### config.mk
export PLATFORM = sky130hd
export DESIGN_NAME = ag_o_sys_out_flat
export DESIGN_NICKNAME = d
export VERILOG_FILES = /design/src/rtl/ag_o_sys_out_if.sv /design/src/rtl/ag_o_sys_out.sv /design/src/flat_wrapper.sv
export SDC_FILE = /design/constraint.sdc
export NUM_CORES = 1
export LEC_CHECK = 0
export ABC_AREA = 1
export BUFFER_PORTS_ARGS = -buffer_cell sky130_fd_sc_hd__buf_2
export CAP_MARGIN = 15
export CORE_MARGIN = 1.5
export CORE_UTILIZATION = 56
export CTS_BUF_LIST = sky130_fd_sc_hd__clkbuf_16
export DETAILED_ROUTE_END_ITERATION = 6
export PLACE_DENSITY = 0.76
export SYNTH_ARGS = -nofsm -noshare
export SYNTH_HDL_FRONTEND = slang
export SYNTH_SLANG_ARGS = --single-unit
### constraint.sdc
create_clock -name sys_clk -period 1.65 [get_ports sys_clk]
set_clock_uncertainty 0.1 [all_clocks]
set_input_delay 0.2475 -clock sys_clk [delete_from_list [all_inputs] [get_ports sys_clk]]
set_output_delay 0.2475 -clock sys_clk [all_outputs]
set_load 0.01 [all_outputs]
### src/rtl/ag_o_sys_out_if.sv
// Write-port side bundle of the sys_out address generator: start request
// from the array controller, address/enable/status toward the DPR.
interface ag_o_sys_out_if #(
  parameter int FEATURE_BITS = 4
);
  logic                    start;
  logic [FEATURE_BITS-1:0] address;
  logic                    wr_en;
  logic                    busy;
  logic                    done;

  // Controller side: issues start, observes the generator.
  modport master (output start, input address, wr_en, busy, done);
  // Generator side.
  modport slave  (input start, output address, wr_en, busy, done);
endinterface

### src/rtl/ag_o_sys_out.sv
// sys_out DPR write-address generator. After a start request it waits out the
// systolic-array pipeline fill, then writes addresses 0..DEPTH-1 on
// consecutive cycles and pulses done. All outputs are registered.
module ag_o_sys_out #(
  parameter int FEATURE_BITS = 4,
  parameter int DEPTH        = 16,
  parameter int FILL_LATENCY = 4
) (
  input  logic            sys_clk,
  input  logic            reset_n,
  ag_o_sys_out_if.slave   bus
);

  typedef enum logic [1:0] {
    S_IDLE,
    S_FILL,
    S_RUN,
    S_DONE
  } state_t;

  localparam logic [7:0] FILL_LOAD =
    8'((FILL_LATENCY > 0) ? (FILL_LATENCY - 1) : 0);
  // Terminal address is an explicit compare so DEPTH < 2**FEATURE_BITS ends
  // correctly and a full-range DEPTH does not rely on counter overflow.
  localparam logic [FEATURE_BITS-1:0] LAST_ADDR = FEATURE_BITS'(DEPTH - 1);

  state_t                  r_state;
  logic [7:0]              r_cnt;
  logic [FEATURE_BITS-1:0] r_addr;
  logic                    r_wr_en;
  logic                    r_busy;
  logic                    r_done;

  state_t                  w_state;
  logic [7:0]              w_cnt;
  logic [FEATURE_BITS-1:0] w_addr;
  logic                    w_wr_en;
  logic                    w_busy;
  logic                    w_done;

  // State, fill counter and registered outputs; reset clears everything.
  always_ff @(posedge sys_clk or negedge reset_n) begin
    if (!reset_n) begin
      r_state <= S_IDLE;
      r_cnt   <= '0;
      r_addr  <= '0;
      r_wr_en <= 1'b0;
      r_busy  <= 1'b0;
      r_done  <= 1'b0;
    end else begin
      r_state <= w_state;
      r_cnt   <= w_cnt;
      r_addr  <= w_addr;
      r_wr_en <= w_wr_en;
      r_busy  <= w_busy;
      r_done  <= w_done;
    end
  end

  // Next state plus the output values that state will present after the edge.
  always_comb begin
    w_state = r_state;
    w_cnt   = r_cnt;
    w_addr  = '0;
    w_wr_en = 1'b0;
    w_busy  = 1'b0;
    w_done  = 1'b0;
    case (r_state)
      S_IDLE: begin
        if (bus.start) begin
          w_busy = 1'b1;
          if (FILL_LATENCY == 0) begin
            w_state = S_RUN;
            w_wr_en = 1'b1;
          end else begin
            w_state = S_FILL;
            w_cnt   = FILL_LOAD;
          end
        end
      end
      S_FILL: begin
        w_busy = 1'b1;
        if (r_cnt == 8'd0) begin
          w_state = S_RUN;
          w_wr_en = 1'b1;
        end else begin
          w_cnt = r_cnt - 8'd1;
        end
      end
      S_RUN: begin
        if (r_addr == LAST_ADDR) begin
          w_state = S_DONE;
          w_done  = 1'b1;
        end else begin
          w_addr  = r_addr + FEATURE_BITS'(1);
          w_wr_en = 1'b1;
          w_busy  = 1'b1;
        end
      end
      S_DONE: begin
        w_state = S_IDLE;
      end
      default: begin
        w_state = S_IDLE;
      end
    endcase
  end

  assign bus.address = r_addr;
  assign bus.wr_en   = r_wr_en;
  assign bus.busy    = r_busy;
  assign bus.done    = r_done;

endmodule

### src/flat_wrapper.sv
// flat-port wrapper written by rule: the top's interface ports become plain ports
module ag_o_sys_out_flat 
#(
  parameter int FEATURE_BITS = 4,
  parameter int DEPTH        = 16,
  parameter int FILL_LATENCY = 4
)
  (sys_clk, reset_n, bus_start, bus_address, bus_wr_en, bus_busy, bus_done);
  ag_o_sys_out_if #(.FEATURE_BITS(FEATURE_BITS)) bus_i ();
  input  logic sys_clk;
  input  logic reset_n;
  input wire logic [$bits(bus_i.start)-1:0] bus_start;
  output wire logic [$bits(bus_i.address)-1:0] bus_address;
  output wire logic [$bits(bus_i.wr_en)-1:0] bus_wr_en;
  output wire logic [$bits(bus_i.busy)-1:0] bus_busy;
  output wire logic [$bits(bus_i.done)-1:0] bus_done;
  assign bus_i.start = bus_start;
  assign bus_address = bus_i.address;
  assign bus_wr_en = bus_i.wr_en;
  assign bus_busy = bus_i.busy;
  assign bus_done = bus_i.done;
  ag_o_sys_out #(.FEATURE_BITS(FEATURE_BITS), .DEPTH(DEPTH), .FILL_LATENCY(FILL_LATENCY)) u_core (.sys_clk(sys_clk), .reset_n(reset_n), .bus(bus_i));
endmodule
==> flow_metrics.tcl, run 1 <==
set metrics [dict create \
    wl_microns 2000 \
    max_freq_mhz 645 \
    fin_crit_sh 0.939 \
    worstHoldStart "bus_start" \
    grt_use_total 0.230 \
    hold_path_class "primary input to flip-flop" \
    viasPerCell 5.46 \
    relSlewSlack 0.742 \
    drive_gt1_frac 0.263 \
    synthCells 119 \
    comb_power_share 0.514 \
    die_y_microns 44.9 \
    utilization 0.751 \
    grt_pass1_vias 789 \
    yosysTopAreaCellShare 0.434 \
    final_common_cell "nand2_1" \
    dpl.hpwl_microns 1330 \
    p_leak_nw 0.620 \
    fin_nets 149 \
    hold_ws_ps 288 \
    drc 0 \
    grt_max_degree 18 \
    fin_setup_tns_ps 0 \
    clkPwrFrac 0.195 \
    num_rows 14 \
    synth_fp_nets 130 \
    detail_route.wl_per_cell_microns 13.1 \
    ant_nets 0 \
    ir_drop_mv 1.33 \
    ys.warnings.count 0 \
    routabilityCongestion 0.825 \
    worstPathMaxFanout 5 \
    clk_transition_reported_paths_ps 50 \
    pre_cts_ws_ps 119 \
    first_pass_iters 4 \
    powerDensity_nw_per_um2 2080 \
    hold_viol 0 \
    grt_pass1_wl_microns 3280 \
    syn_area_sq_um 981 \
    status "completed" \
    start_util 0.622 \
    ff2ff_setup_slack_ps 100 \
    critical_path_class "flip-flop to flip-flop" \
    cts.sink_count 17 \
    placed_area_sq_um 1050 \
    worstPathRequired_ps 1680 \
    clock_path_buffers 2 \
    p_switching_mw 1.09 \
    end_kind "flip-flop" \
    critPathArrivalTime_ps 1580 \
    finalWorstPathRequiredPeriod_ps 1550 \
    crit-reg2reg-launch "u_core.r_state[0]" \
    avgSynthCellArea_sq_um 8.24 \
    area_delta_synth_final_pct 20.7 \
    tightest_slew_ps 387 \
    antenna_found_initial 0 \
    n_antenna_cell 0 \
    io_pins 10 \
    r2r_cells 7 \
    first_iter_violations 12 \
    synthDistinctLibCells 20 \
    worst_slack_ps 99.8 \
    power_frac_seq 0.291 \
    cts_buffers 3 \
    r2r_end "u_core.r_cnt[6]" \
    internal_power_mw 1.38 \
    via_count 836 \
    ys_seq_area_frac 0.434 \
    coreArea_sq_um 1580 \
    cts_root_buf "clkbuf_16" \
    yosys.area.top_type "dfrtp_1" \
    h-tree-depth 1 \
    hold_depth 3 \
    power_mw 2.46 \
    cts_tree "done" \
    design_area_sq_um 1180 \
    die_x_microns 44.9 \
    min_to "u_core.bus.busy" \
    portBuffers 9 \
    layout_common_cells "24 x nand2_1, 16 x dfrtp_1, 13 x inv_1, 13 x nor2_1, 9 x buf_2" \
    post-place-cells 145 \
    setup_viol_count_final 0 \
    stdcell_count 153 \
    ys_ff_latch 17 \
    dieArea_sq_um 2010 \
    overflow 0 \
    p_sw_frac 0.441 \
    clk_latency_ps 250 \
    report.final.slew_viol_count 0 \
    maxCapViolCount 0 \
    crit_path_start_kind "flip-flop" \
    ys_top_cells_by_area "dfrtp_1 43%, ha_1 10%, nand2_1 9.2%" \
]
## metal layers
metal | GRT usage | vias up | part of all wire
met4 | 0.118 | 0 | 0.010
met5 | 0 | - | 0
met2 | 0.357 | 32 | 0.47
met1 | 0.296 | 384 | 0.47
li1 | - | 416 | -
met3 | 0.0600 | 4 | 0.049
## what timing repair did
action / 4_1_cts / 5_1_grt
buffers inserted: 0 / 2
hold endpoints to repair: 17 / 0
endpoints found under the setup margin: 0 / 5
resized for setup: 0 / 8
hold buffers: 1 / 0
## cell usage after synthesis
| cell | instances |
|---|---|
| nor2_1 | 13 |
| buf_4 | 1 |
| nor2_2 | 3 |
| xor2_1 | 3 |
| nand4_1 | 2 |
| o21ai_0 | 8 |
| dfrtp_1 | 17 |
| nor2_4 | 1 |
| inv_4 | 1 |
| nand2_1 | 24 |
| nand2_2 | 3 |
| nor3_1 | 1 |
| o21ai_1 | 1 |
| nand3_1 | 9 |
| ha_1 | 8 |
| o21ai_2 | 3 |
| a21oi_1 | 3 |
| nand2_4 | 1 |
| a21boi_0 | 1 |
| inv_1 | 16 |
## how the worst max path moves through the flow
stage                                  from               to  slack, ps  depth (start not counted)
final                     u_core.r_state[0]  u_core.r_cnt[6]        100                          7
after global routing      u_core.r_state[0]  u_core.r_cnt[4]        -20                          9
after CTS                 u_core.r_state[1]  u_core.r_cnt[3]        110                          8
after detailed placement  u_core.r_state[1]  u_core.r_cnt[1]        120                          8
after global placement    u_core.r_state[1]  u_core.r_cnt[1]        130                          8
after floorplan           u_core.r_state[1]  u_core.r_cnt[1]        170                          9
## state kept, by name, summed over array words and instances, names as in the netlist
register and cells:
u_core.bus.busy 1, u_core.r_cnt 8, u_core.bus.wr_en 1, u_core.r_state 2, u_core.bus.done 1, u_core.bus.address 4
## power groups by stage
stage	logic, mW	clock network (mW)	registers, mW
after CTS	1.15	0.491	0.703
after floorplan	0.871	0	0.703
after detailed placement	1.14	0	0.709
after global routing	1.44	0.505	0.737
after global placement	1.12	0	0.703
final	1.27	0.480	0.718
## critical path, cell delays in order, from the launching register on
cell	delay (ps)
dfrtp_2	440
inv_2	90
ha_1	170
a21oi_1	100
nor2_2	250
nand2_2	130
nand2_1	70
o21ai_0	70
## logic make-up after synthesis
| logic type | after synthesis | share of synthesized area |
|---|---|---|
| DFF | 17 | 0.434 |
| xor gates and xnor gates | 3 | 0.0268 |
| and+or+nand+nor | 57 | 0.267 |
| AOI/OAI and AO/OA | 16 | 0.0957 |
| buffers and inverters | 18 | 0.0753 |
| adders and majority gates | 8 | 0.102 |
## cell type report
cell class | instances | area [sq um]
inverters | 17 | 66.3
fillers | 125 | 393
flip-flops and latches | 17 | 427
well taps | 16 | 20.0
repair buffers | 14 | 85.1
clock inverters | 1 | 5.00
multi-input cells | 85 | 505
clock buffers | 3 | 75.1
Power figures use the tool's default switching activity.
==> inputs of run 2 (changes only) <==
--- a/config.mk
+++ b/config.mk
@@ -8,11 +8,13 @@
 export ABC_AREA = 1
 export BUFFER_PORTS_ARGS = -buffer_cell sky130_fd_sc_hd__buf_2
 export CAP_MARGIN = 15
+export CELL_PAD_IN_SITES_DETAIL_PLACEMENT = 0
+export CELL_PAD_IN_SITES_GLOBAL_PLACEMENT = 2
 export CORE_MARGIN = 1.5
-export CORE_UTILIZATION = 56
+export CORE_UTILIZATION = 34
 export CTS_BUF_LIST = sky130_fd_sc_hd__clkbuf_16
 export DETAILED_ROUTE_END_ITERATION = 6
-export PLACE_DENSITY = 0.76
+export PLACE_DENSITY_LB_ADDON = 0.1
 export SYNTH_ARGS = -nofsm -noshare
 export SYNTH_HDL_FRONTEND = slang
 export SYNTH_SLANG_ARGS = --single-unit
==> flow_metrics.tcl, run 2 (synthesis gave the netlist of run 1 again) <==
set metrics [dict create \
    status "completed" \
    worstPathCellList "inv_1 -> ha_1 -> buf_4 -> nand2_2 -> nand2_4 -> inv_4 -> nand2_1 -> nand2_1" \
    maxCapViolCount 0 \
    dpl.hpwl_microns 1470 \
    multi_input_comb_area_sq_um 509 \
    final-seq-area_sq_um 425 \
    p_leak_nw 0.622 \
    rsz0062_at_grt "no" \
    regMostFlops "u_core.r_cnt" \
    die_y_microns 56.7 \
    viasPerCell 4.65 \
    io_pins 10 \
    grt_max_degree 18 \
    tightest_slew_ps 399 \
    crit-reg2reg-launch "u_core.r_state[1]" \
    overflow 0 \
    coreArea_sq_um 2760 \
    setup_viol_count_final 0 \
    antenna_found_initial 0 \
    cts.sink_count 17 \
    finalWorstPathRequiredPeriod_ps 1490 \
    fin_nets 148 \
    final_common_cell "nand2_1" \
    min_to "u_core.bus.busy" \
    ir_drop_mv 1.02 \
    ant_nets 0 \
    die_x_microns 56.7 \
    cts_buffers 3 \
    via_count 776 \
    report.final.slew_viol_count 0 \
    relSlewSlack 0.734 \
    portBuffers 9 \
    worstHoldStart "bus_start" \
    cpMostUsedCell "nand2_1" \
    grt_use_total 0.141 \
    n_antenna_cell 0 \
    dieArea_sq_um 3220 \
    hold_viol 0 \
    worstPathRequired_ps 1690 \
    critPathBufInv 3 \
    grt_pass1_wl_microns 3360 \
    critPathSlowestCell "dfrtp_1" \
    layout_common_cells "24 x nand2_1, 17 x dfrtp_1, 16 x inv_1" \
    first_pass_iters 4 \
    wl_microns 2070 \
    crit_path_max_incr_delay_ps 410 \
    critPathArrivalTime_ps 1540 \
    hold_depth 3 \
    cts_tree "done" \
    ff2ff_setup_slack_ps 160 \
    powerDensity_nw_per_um2 2030 \
    start_util 0.356 \
    routabilityCongestion 0.800 \
    max_freq_mhz 670 \
    cts_root_buf "clkbuf_16" \
    worst_slack_ps 157 \
    pre_cts_ws_ps 114 \
    critical_path_class "flip-flop to flip-flop" \
    fin_setup_tns_ps 0 \
    first_iter_violations 17 \
    worstPathMaxFanout 8 \
    drc 0 \
    crit_path_start_kind "flip-flop" \
    detail_route.wl_per_cell_microns 12.4 \
    end_kind "flip-flop" \
    h-tree-depth 1 \
    num_rows 19 \
    fin_crit_sh 0.905 \
    clock_path_buffers 2 \
    fillerInstances 276 \
    grt_pass1_vias 713 \
    r2r_cells 8 \
    cp_top_family "flip-flops" \
    clk_latency_ps 250 \
    clk_transition_reported_paths_ps 50 \
    r2r_end "u_core.r_cnt[4]" \
    area_delta_synth_final_pct 22.1 \
    drive_gt1_frac 0.243 \
    largest_reg_flops 8 \
    hold_path_class "primary input to flip-flop" \
]
[run 2: cell types whose count changed in the layout (fill, tap and decap cells not counted), sizes merged]
| cell | change |
|---|---|
| buf | -1 |
[run 2: what timing repair did]
action	in CTS	in global routing
hold buffers	1	0
gates resized for setup	0	5
endpoints found under the setup margin	0	5
buffers inserted	0	1
endpoints found under the hold margin	17	0
[run 2: worst max-delay path by stage]
stage,from,end,slack [ps],depth (start not counted)
after floorplan,u_core.r_state[1],u_core.r_cnt[1],170,9
after global placement,u_core.r_state[1],u_core.r_cnt[1],120,9
after detailed placement,u_core.r_state[0],u_core.r_cnt[4],110,9
after CTS,u_core.r_state[0],u_core.r_cnt[4],100,9
after global routing,u_core.r_state[0],u_core.r_cnt[3],6,9
final,u_core.r_state[1],u_core.r_cnt[4],160,8
[run 2: final cells by class]
| cell class | instances | area share |
|---|---|---|
| clock buffers | 3 | 0.0627 |
| clock inverters | 1 | 0.00418 |
| inverters | 17 | 0.0554 |
| multi-input cells | 85 | 0.425 |
| flip-flops and latches | 17 | 0.355 |
| well taps | 31 | 0.0324 |
| repair buffers | 13 | 0.0648 |
[run 2: worst min-delay path, cell delays in order]
cell and delay (ps):
buf_2 110, a21oi_2 80, a21oi_1 130
[run 2: routing by layer]
| metal | up-vias | track usage | wire [microns] | part of all wire |
|---|---|---|---|---|
| li1 | 416 | - | - | - |
| met2 | 11 | 0.196 | 875 | 0.42 |
| met3 | 4 | 0.0300 | 91 | 0.044 |
| met1 | 345 | 0.202 | 1070 | 0.52 |
| met4 | 0 | 0.0714 | 36 | 0.017 |
| met5 | - | 0 | 0 | 0 |
[run 2: metrics by stage]
stage	instances	utilization	total power [mW]	hold WS (ps)	area, sq um
global placement	160	0.389	1.88	98.5	1070
detailed placement	160	0.389	1.87	103	1070
finish	167	0.434	2.43	256	1200
floorplan	119	-	1.57	-148	981
CTS	165	0.422	2.37	248	1160
global route	167	0.434	2.67	308	1200
[run 2: power breakdown]
group          switching [mW]  internal, mW
combinational           0.764         0.464
clock                   0.177         0.325
sequential              0.139         0.564
total                    1.08          1.35
